[config.mk]
export PLATFORM = sky130hd
export DESIGN_NAME = tx_ser
export DESIGN_NICKNAME = d
export VERILOG_FILES = /design/src/rtl/tx_ser.sv
export SDC_FILE = /design/constraint.sdc
export NUM_CORES = 1
export LEC_CHECK = 0
export CORE_UTILIZATION = 40
export CTS_CLUSTER_DIAMETER = 80
export CTS_CLUSTER_SIZE = 40
export DETAILED_ROUTE_END_ITERATION = 8
export GPL_TIMING_DRIVEN = 0
export PLACE_DENSITY = 0.58
export SLEW_MARGIN = 10
export SYNTH_ARGS = -nofsm -noshare
export SYNTH_HDL_FRONTEND = slang
export SYNTH_SLANG_ARGS = --single-unit
[constraint.sdc]
create_clock -name c_tx -period 3.9 [get_ports c_tx]
set_clock_uncertainty 0.15 [all_clocks]
set_input_delay 0.78 -clock c_tx [delete_from_list [all_inputs] [get_ports c_tx]]
set_output_delay 0.78 -clock c_tx [all_outputs]
set_load 0.01 [all_outputs]
[src/rtl/tx_ser.sv]
// tx_ser: 8N1 serial transmitter fed by a 4-entry byte FIFO.
// txd passes through one output register; flag and busy are aligned to that delayed line.
module tx_ser #(
    parameter int clk_per_bit = 100
) (
    input  logic       c_tx,
    input  logic       rst,
    input  logic       wr,
    input  logic [7:0] tx_byte,
    output logic       txd,
    output logic       busy,
    output logic       full,
    output logic       ovf,
    output logic       flag
);

    localparam logic [11:0] LastCnt = 12'(clk_per_bit - 1);

    typedef enum logic [1:0] {IDLE, START, DATA, STOP} state_t;

    state_t      r_state;
    logic [7:0]  r_mem [4];
    logic [1:0]  r_wrPtr;
    logic [1:0]  r_rdPtr;
    logic [2:0]  r_count;
    logic [11:0] r_cycleCnt;
    logic [2:0]  r_bitIdx;
    logic [7:0]  r_shift;
    logic        r_line;
    logic        r_txd;
    logic        r_stopDone;
    logic        r_flag;
    logic        r_ovf;

    logic        w_full;
    logic        w_accept;
    logic        w_bitDone;
    logic        w_pop;
    logic [7:0]  w_head;

    assign w_full    = (r_count == 3'd4);
    assign w_accept  = wr && !w_full;
    assign w_bitDone = (r_cycleCnt == LastCnt);
    assign w_pop     = (r_count != 3'd0) &&
                       ((r_state == IDLE) || ((r_state == STOP) && w_bitDone));
    assign w_head    = r_mem[r_rdPtr];

    always_ff @(posedge c_tx) begin
        if (w_accept) begin
            r_mem[r_wrPtr] <= tx_byte;
        end
    end

    // full is judged before this edge's pop, so a write into a full FIFO is dropped
    always_ff @(posedge c_tx or posedge rst) begin
        if (rst) begin
            r_wrPtr <= 2'd0;
            r_rdPtr <= 2'd0;
            r_count <= 3'd0;
            r_ovf   <= 1'b0;
        end else begin
            r_ovf <= wr && w_full;
            if (w_accept) begin
                r_wrPtr <= r_wrPtr + 2'd1;
            end
            if (w_pop) begin
                r_rdPtr <= r_rdPtr + 2'd1;
            end
            case ({w_accept, w_pop})
                2'b10:   r_count <= r_count + 3'd1;
                2'b01:   r_count <= r_count - 3'd1;
                default: r_count <= r_count;
            endcase
        end
    end

    always_ff @(posedge c_tx or posedge rst) begin
        if (rst) begin
            r_state    <= IDLE;
            r_cycleCnt <= 12'd0;
            r_bitIdx   <= 3'd0;
            r_shift    <= 8'd0;
            r_line     <= 1'b1;
            r_stopDone <= 1'b0;
        end else begin
            r_stopDone <= 1'b0;
            case (r_state)
                IDLE: begin
                    r_line     <= 1'b1;
                    r_cycleCnt <= 12'd0;
                    r_bitIdx   <= 3'd0;
                    if (w_pop) begin
                        r_shift <= w_head;
                        r_line  <= 1'b0;
                        r_state <= START;
                    end
                end
                START: begin
                    if (w_bitDone) begin
                        r_cycleCnt <= 12'd0;
                        r_line     <= r_shift[0];
                        r_bitIdx   <= 3'd0;
                        r_state    <= DATA;
                    end else begin
                        r_cycleCnt <= r_cycleCnt + 12'd1;
                    end
                end
                DATA: begin
                    if (w_bitDone) begin
                        r_cycleCnt <= 12'd0;
                        if (r_bitIdx == 3'd7) begin
                            r_line  <= 1'b1;
                            r_state <= STOP;
                        end else begin
                            r_bitIdx <= r_bitIdx + 3'd1;
                            r_shift  <= {1'b0, r_shift[7:1]};
                            r_line   <= r_shift[1];
                        end
                    end else begin
                        r_cycleCnt <= r_cycleCnt + 12'd1;
                    end
                end
                STOP: begin
                    if (w_bitDone) begin
                        r_cycleCnt <= 12'd0;
                        r_stopDone <= 1'b1;
                        if (w_pop) begin
                            r_shift <= w_head;
                            r_line  <= 1'b0;
                            r_state <= START;
                        end else begin
                            r_state <= IDLE;
                        end
                    end else begin
                        r_cycleCnt <= r_cycleCnt + 12'd1;
                    end
                end
                default: r_state <= IDLE;
            endcase
        end
    end

    always_ff @(posedge c_tx or posedge rst) begin
        if (rst) begin
            r_txd  <= 1'b1;
            r_flag <= 1'b0;
        end else begin
            r_txd  <= r_line;
            r_flag <= r_stopDone;
        end
    end

    // busy also covers the flag window so it falls the cycle after the final flag
    assign busy = (r_state != IDLE) || (r_count != 3'd0) || r_stopDone || r_flag;
    assign txd  = r_txd;
    assign flag = r_flag;
    assign ovf  = r_ovf;
    assign full = w_full;

endmodule
; ---- Word-level counts from Yosys, hierarchy flattened
; Memory sizes are Yosys's and may differ from the RTL's.
; Index checks and enable logic that the tools add are counted.
[word_totals]
regBits = 37
mem_bits_rw = 32
input_bits = 11
out_inout_bits = 5
elab_cells = 84
n_memories = 1
[memory_table]
columns = name, depth, width, rd, rd_clocked_by_memory_dff, write_ports, line_no
row1 = r_mem, 4, 8, 1, 0, 1, 22  ; logic [7:0] r_mem [4];
[op_classes]
addsub = 6
eq_ne = 15
n_mux = 30
reduce_logical = 20
[ops]
columns = cell, n
row1 = $mux 8, 4
row2 = $pmux 12 s2, 1
row3 = $pmux 8 s3, 1
row4 = $ne 2x2->1 const B, 7
row5 = $add 12x1->12 const B, 1
row6 = $eq 12x7->1 const B, 1
row7 = $mux 12, 1
row8 = $reduce_and 4->1, 3
row9 = $mux 1, 11
row10 = $mux 2, 5
row11 = $mux 3, 3
row12 = $pmux 3 s3, 1
row13 = $reduce_bool 3->1, 3
row14 = $pmux 2 s4, 1
row15 = $add 3x1->3 const B, 2
row16 = $eq 2x2->1 const B, 3
row17 = $eq 3x3->1 const B, 2
row18 = $pmux 3 s2, 1
row19 = $reduce_and 5->1, 1
row20 = $add 2x1->2 const B, 2
row21 = $eq 2x1->1 const B, 2
row22 = $logic_and 1x1->1, 4
row23 = $logic_or 1x1->1, 4
row24 = $pmux 1 s4, 1
row25 = 5 further kinds, 6

; ---- Depth between registers and ports, before layout
; Gate-level depths: netlist of the first run.
[logic_depth]
depth_word = 7
mapped_depth = 12
ltp_nobuf = 11

; ---- Worst setup path after synthesis of the first run
; Ideal clock, no wire load.
[synth_path]
path_kind = register -> register
start = reg r_cycleCnt[0]
end = reg r_count[2]
setup_ns = 0.079
arrival_ns = 2.318
required_ns = 3.671
slack_ns = 1.353
stages_incl_launch_ff = 12
path_buffers = 0
period_less_slack_ns = 2.547
path_cell_list = dfrtp_1 -> ha_1 -> nor4b_4 -> nand4_2 -> a21o_4 -> inv_4 -> ha_1 -> inv_1 -> fa_1 -> xor2_1 -> nor2_1 -> xor2_1
[synth_between]
elab_chain_cells = 6
elab_cells_between_ends = 8
cone_classes = eq/ne (3) / mux (1) / reduce/logical (4)
[synth_lines]
columns = item, line_no
row1 = start: declaration, 26  ; logic [11:0] r_cycleCnt;
row2 = start signal: assignment, 105  ; r_cycleCnt <= r_cycleCnt + 12'd1;
row3 = start signal: assignment, 120  ; r_cycleCnt <= r_cycleCnt + 12'd1;
row4 = start signal: assignment, 135  ; r_cycleCnt <= r_cycleCnt + 12'd1;
row5 = $eq 12x7->1 (*), 43  ; assign w_bitDone = (r_cycleCnt == LastCnt);
row6 = $logic_and 1x1->1 (*), 45  ; ((r_state == IDLE) || ((r_state == STOP) && w_bitDone));
row7 = $logic_or 1x1->1 (*), 45
row8 = $logic_and 1x1->1 (*), 44  ; assign w_pop = (r_count != 3'd0) &&
row9 = net w_pop, 38  ; logic w_pop;
row10 = $eq 2x1->1 / $eq 2x2->1 (equally long branches), 69  ; case ({w_accept, w_pop})
row11 = $pmux 3 s2 / $reduce_bool 2->1 (equally long branches), -
row12 = end signal: assignment, 70  ; 2'b10: r_count <= r_count + 3'd1;
row13 = end signal: assignment, 71  ; 2'b01: r_count <= r_count - 3'd1;
row14 = end signal: assignment, 72  ; default: r_count <= r_count;
row15 = end: declaration, 25  ; logic [2:0] r_count;
; The timed path passes the listed nets; every way through them passes the cells marked *.
; A chain may end at the register's enable or synchronous reset.

; ---- Worst setup path in the final report of the first run
[layout_path]
start = reg r_state[0]
end = out busy
[layout_between]
elab_chain_cells = 4
[layout_lines]
columns = item, line_no
row1 = start: declaration, 21  ; state_t r_state;
row2 = start signal: assignment, 79  ; r_state <= IDLE;
row3 = start signal: assignment, 95  ; r_state <= START;
row4 = start signal: assignment, 103  ; r_state <= DATA;
row5 = $reduce_bool 2->1, 154  ; assign busy = (r_state != IDLE) || (r_count != 3'd0) || r_stopDone || r_flag;
row6 = $logic_or 1x1->1 (3 in a row), 154
row7 = end: declaration, 11  ; output logic busy,
; No other way between the ends.

==> results.ini, run 1 <==
[logic_synthesis]
synth.area.top_cells = edfxtp_1 30%, dfrtp_1 28%, mux4_2 5.7%
ys_async_sr_fraction_pct = 53.6
syn-num-nets = 259
yosysMostFrequentCell = dfrtp_1
yosysSeqAreaShare_pct = 59.4
syn_area_per_cell_um2 = 13.6
synthFlopType = dfrtp_1
yosys_register_bits = 69
yosys-top-cells-count = 35 x dfrtp_1, 32 x edfxtp_1, 19 x nor2_1, 18 x inv_1, 13 x ha_1
synth_top_area_share_pct = 30.2
synth_cells = 234
synth_top_area_cell = edfxtp_1
synthesis.area_um2 = 3180
yosys_warnings = 0
yosysUniqueCellTypes = 49
synth-edff-count = 32

[power]
leakage_nw = 1.48
seq_power_share_pct = 52.6
peakVddDrop_v = 0.000308
p_int_mw = 1.26
clkPwrFrac_pct = 35.0
pwr-share-comb_pct = 12.4
sw_frac_of_total_pct = 26.7
powerDensity_nw_per_um2 = 469
switchingPower_mw = 0.459
power_mw = 1.72

[cts]
cts.sinks = 69
cts_resized = 0
clkTransAtPathRegs_ps = 80
clk_latency_ps = 350
hold_buffers = 0
cts_buffers = 9
post_cts.repair.setup_buffers = 0
htreeDepth = 3
clockRootBuffer = clkbuf_8
cts_tree = yes
clockBufferDepth = 2

[placement]
gp_congestion = 0.755
pre_cts_slack_ps = 952
port_buffers = 15
hpwl_um = 3610

[detailed_routing]
drt-initial-drc-count = 87
wl_per_cell_um = 14.5
num_vias = 1840
drtAntennaViolNets = 0
viasPerCell = 5.01
drc = 0
drt_wl_total_um = 5330
firstDrtPassIters = 4

[setup_path]
critPathMaxStageDelay_ps = 480
worst_setup_path_end_kind = output port
cp.arrival_ps = 2380
reg2reg_from = r_cycleCnt[0]
rrSetupSlack_ps = 1090
cp_cell_sequence = inv_1 > ha_1 > buf_1 > nand2_1 > or3_1 > clkdlybuf4s50_1
cp_max_fo = 8
r2r_cells = 11
slowest_stage = clkdlybuf4s50_1
cp.required_ps = 2970
rr_endpoint = r_count[2]
worst-setup-path-type = flip-flop to output port
startpoint_type = flip-flop

[worst_hold_path]
hp-start = r_line
min_path_cells = 0
hold_class = flip-flop to flip-flop
whs_endpoint = txd

[floorplan]
die_area_um2 = 8310
die_height_um = 91.2
row_count = 32
start_util_pct = 41.2
die_x_um = 91.2
io_pins = 16
coreArea_um2 = 7730

[sta]
min_period_over_period_pct = 84.8
slew_viol_final = 0
setup-tns-final_ps = 0
max_freq_mhz = 302
slew_headroom_pct = 47.3
fin_hold_ws_ps = 222
final_hold_viol_count = 0
worst_slack_ps = 593
fin_crit_ps = 3310
tightest_slew_ps = 789
setup_violations = 0
rsz0062_at_grt = no

[final_layout]
area_growth_pct = 15.1
multi_input_area_um2 = 1180
nFillCells = 702
final_net_count = 285
finish.utilization_pct = 47.4
antenna_cells = 0
drive_gt1_share_pct = 17.4
register_area_um2 = 1890

[global_routing]
antenna_found_initial = 0
track_usage_pct = 14.6
gr-total-overflow = 0
grt_pass1_vias = 1934
grt_max_degree = 38
grt_pass1_wl_um = 9250

[job]
max-cap-violations = 0

[outcome]
status = finished clean

## cell type report
class / count / area share [%]
flip-flops and latches: 69 / 51.6
multi-input cells: 139 / 32.3
repair buffers: 15 / 4.10
well taps: 102 / 3.48
clock buffers: 9 / 3.38
clock inverters: 7 / 2.19
inverters: 19 / 2.02
plain buffers: 7 / 0.957
## logic make-up after synthesis
family	share of synthesized area, %
simple gates	12.2
flops	59.4
compound gates	7.04
buf+inv	3.42
xor+xnor	4.41
mux	7.83
fa+ha+maj	5.74
## stage by stage
step / cell area (um2) / cells
after floorplan: 3180 / 234
after global placement: 3460 / 351
after detailed placement: 3460 / 351
after CTS: 3660 / 367
after global routing: 3660 / 367
final: 3660 / 367
## flip-flops by register name, indices dropped and copies added, names as in the netlist, 2 cells and up
name	count
r_bitIdx	3
r_count	3
r_cycleCnt	12
r_mem	32
r_rdPtr	2
r_shift	8
r_state	2
r_wrPtr	2
## worst max-delay path: cells and delay by family (launching register included)
kind                       cells  cell delay [ps]
and+or+nand+nor                2              550
DFF                            1              440
buffers and inverters          3              900
adders and majority gates      1              150
## worst max-delay path by stage
stage,slack (ps),cells after the start,end,start
6_report,590,6,busy,r_state[0]
5_1_grt,480,6,busy,r_state[0]
4_1_cts,570,6,busy,r_state[0]
3_5_place_dp,950,6,busy,r_state[0]
3_3_place_gp,940,4,busy,r_count[2]
2_1_floorplan,1350,11,r_count[2],r_cycleCnt[0]
## cells in the final DEF (no fill, tap or decap), types with 9 or more instances in the layout
cell type	count
clkbuf_8	9
clkdlybuf4s50_1	15
dfrtp_1	35
edfxtp_1	32
ha_1	13
inv_1	17
nand2_1	12
nor2_1	19
## metal layers
layer / GRT usage [%] / vias to the layer above / share of wire [%]
met3: 3.94 / 9 / 2.6
met1: 17.6 / 917 / 47
met4: 6.61 / 0 / 1.6
li1: - / 893 / -
met2: 24.3 / 21 / 49
met5: 0 / - / 0
## power by group through the flow
stage	Sequential (mW)	Combinational (mW)	Clock, mW
2_1_floorplan	0.907	0.152	0
3_3_place_gp	0.916	0.216	0
3_5_place_dp	0.919	0.218	0
4_1_cts	0.904	0.219	0.616
5_1_grt	0.914	0.249	0.650
6_report	0.903	0.212	0.601
Note: power is estimated with default switching activity, not from simulation.
==> run 2: changes to the inputs <==
Clock period 3.9 ns to 3.45 ns, I/O delays scaled along.
==> results of run 2 <==
The final DEF is identical to that of run 1. Status: finished clean.
Among the figures that moved: setup slack after placement 952 ps -> 592 ps; setup slack after layout 593 ps -> 233 ps; register-to-register setup slack 1090 ps -> 640 ps; total power 1.72 mW -> 1.94 mW; worst IR drop on VDD 0.000308 V -> 0.000349 V
==> run 3: changes to the inputs <==
Settings changed: GPL_TIMING_DRIVEN 0 to 1.
==> run 3 against run 2 <==
Sequential power hardly changed. Combinational power about the same. Via count shrank 2.3%. Clock power decreased by 5.6%. Count of clock-buffer cells in the layout did not move. Maximum frequency rose by 4.5%. Wire length fell by 4.0%. Setup slack improved by 140 ps. Non-clock buffer count decreased by 6. Critical path depth shrank 2. Critical endpoint unchanged. Register-to-register slack better by 30 ps.
==> results.ini, run 3 (same netlist as run 1, synthesis figures left out) <==
[final_layout]
reg_top3 = r_mem x32, r_cycleCnt x12, r_shift x8
largest_reg_flops = 32
final_net_count = 279
nFillCells = 706
drive_gt1_share_pct = 17.0
finish.utilization_pct = 47.0
register_area_um2 = 1890
mostFrequentLayoutCell = dfrtp_1
largest-register = r_mem
area_growth_pct = 14.1
mostFrequentLayoutCells = 35 x dfrtp_1, 32 x edfxtp_1, 19 x nor2_1
multi_input_area_um2 = 1180
antenna_cells = 0

[cts]
hold_buffers = 0
clockRootBuffer = clkbuf_8
post_cts.repair.setup_buffers = 0
cts_resized = 0
htreeDepth = 3
clk_latency_ps = 350
cts.sinks = 69
clockBufferDepth = 2
clkTransAtPathRegs_ps = 90
cts_tree = yes
cts_buffers = 9

[floorplan]
die_area_um2 = 8310
row_count = 32
io_pins = 16
start_util_pct = 41.2
die_x_um = 91.2
die_height_um = 91.2
coreArea_um2 = 7730

[sta]
fin_crit_ps = 3080
min_period_over_period_pct = 89.2
setup_violations = 0
tightest_slew_ps = 615
worst_slack_ps = 371
slew_headroom_pct = 59.0
final_hold_viol_count = 0
max_freq_mhz = 325
setup-tns-final_ps = 0
slew_viol_final = 0
rsz0062_at_grt = no

[global_routing]
grt_pass1_wl_um = 9050
grt_max_degree = 38
track_usage_pct = 14.5
antenna_found_initial = 0
gr-total-overflow = 0
grt_pass1_vias = 1856

[detailed_routing]
wl_per_cell_um = 14.2
drt-initial-drc-count = 91
viasPerCell = 4.98
drt_wl_total_um = 5120
drc = 0
drtAntennaViolNets = 0
firstDrtPassIters = 4
num_vias = 1797

[worst_hold_path]
hold_class = flip-flop to flip-flop
min_path_cells = 0
hp-start = r_line
whs_endpoint = txd

[job]
max-cap-violations = 0

[setup_path]
r2r_cells = 11
rrSetupSlack_ps = 670
worst_setup_path_end_kind = output port
cp.arrival_ps = 2240
cp-startpoint = r_count[2]
rr_endpoint = r_count[2]
cp_max_fo = 4
startpoint_type = flip-flop
cp.required_ps = 2610
worst-setup-path-type = flip-flop to output port
reg2reg_from = r_cycleCnt[0]

[placement]
port_buffers = 15
pre_cts_slack_ps = 682
gp_congestion = 0.743
hpwl_um = 3650

[power]
power_mw = 1.90
leakage_nw = 1.48
peakVddDrop_v = 0.000293
powerDensity_nw_per_um2 = 524

[outcome]
status = finished clean

## run 3: cell types whose count changed in the layout (fill, tap and decap cells not counted), sizes merged
cell,before,now
clkbuf,13,9
inv,22,25
buf,3,1
clkinvlp,2,0
bufinv,1,0
## run 3: metrics by stage
stage          area (um2)  hold WS, ps  std cells
2_1_floorplan        3180          198        234
3_3_place_gp         3430          201        345
3_5_place_dp         3430          218        345
4_1_cts              3630          229        361
5_1_grt              3630          240        361
6_report             3630          230        361
## run 3: worst max-delay path: stages, from the launching register on
cell	delay (ps)
dfrtp_1	420
nor3_1	460
nand2_1	210
or3_1	330
clkdlybuf4s50_1	480
## run 3: cell type report
| cell class | instances | share of cell area [%] |
|---|---|---|
| sequential | 69 | 52.1 |
| multi-input combinational | 139 | 32.6 |
| timing repair buffer | 16 | 4.34 |
| clock inverter | 7 | 2.03 |
| inverter | 19 | 2.03 |
| tap | 102 | 3.52 |
| clock buffer | 9 | 3.41 |
## run 3: power breakdown
group	internal (mW)	total (mW)	switching [mW]
registers	0.977	1.02	0.0420
clock network	0.287	0.642	0.355
logic	0.105	0.240	0.135
## run 3: layer usage
metal / GRT usage (%) / wire, um / vias up
met5: 0 / 0 / -
li1: - / - / 884
met3: 4.52 / 166 / 7
met1: 17.8 / 2400 / 882
met2: 23.4 / 2460 / 24
met4: 6.75 / 85 / 0
## run 3: worst max-delay path by stage
stage	endpoint	slack, ps	cells after the start
finish	busy	370	4
global route	busy	220	4
CTS	busy	320	4
detailed placement	r_count[2]	680	11
global placement	busy	720	4
floorplan	r_count[2]	900	11
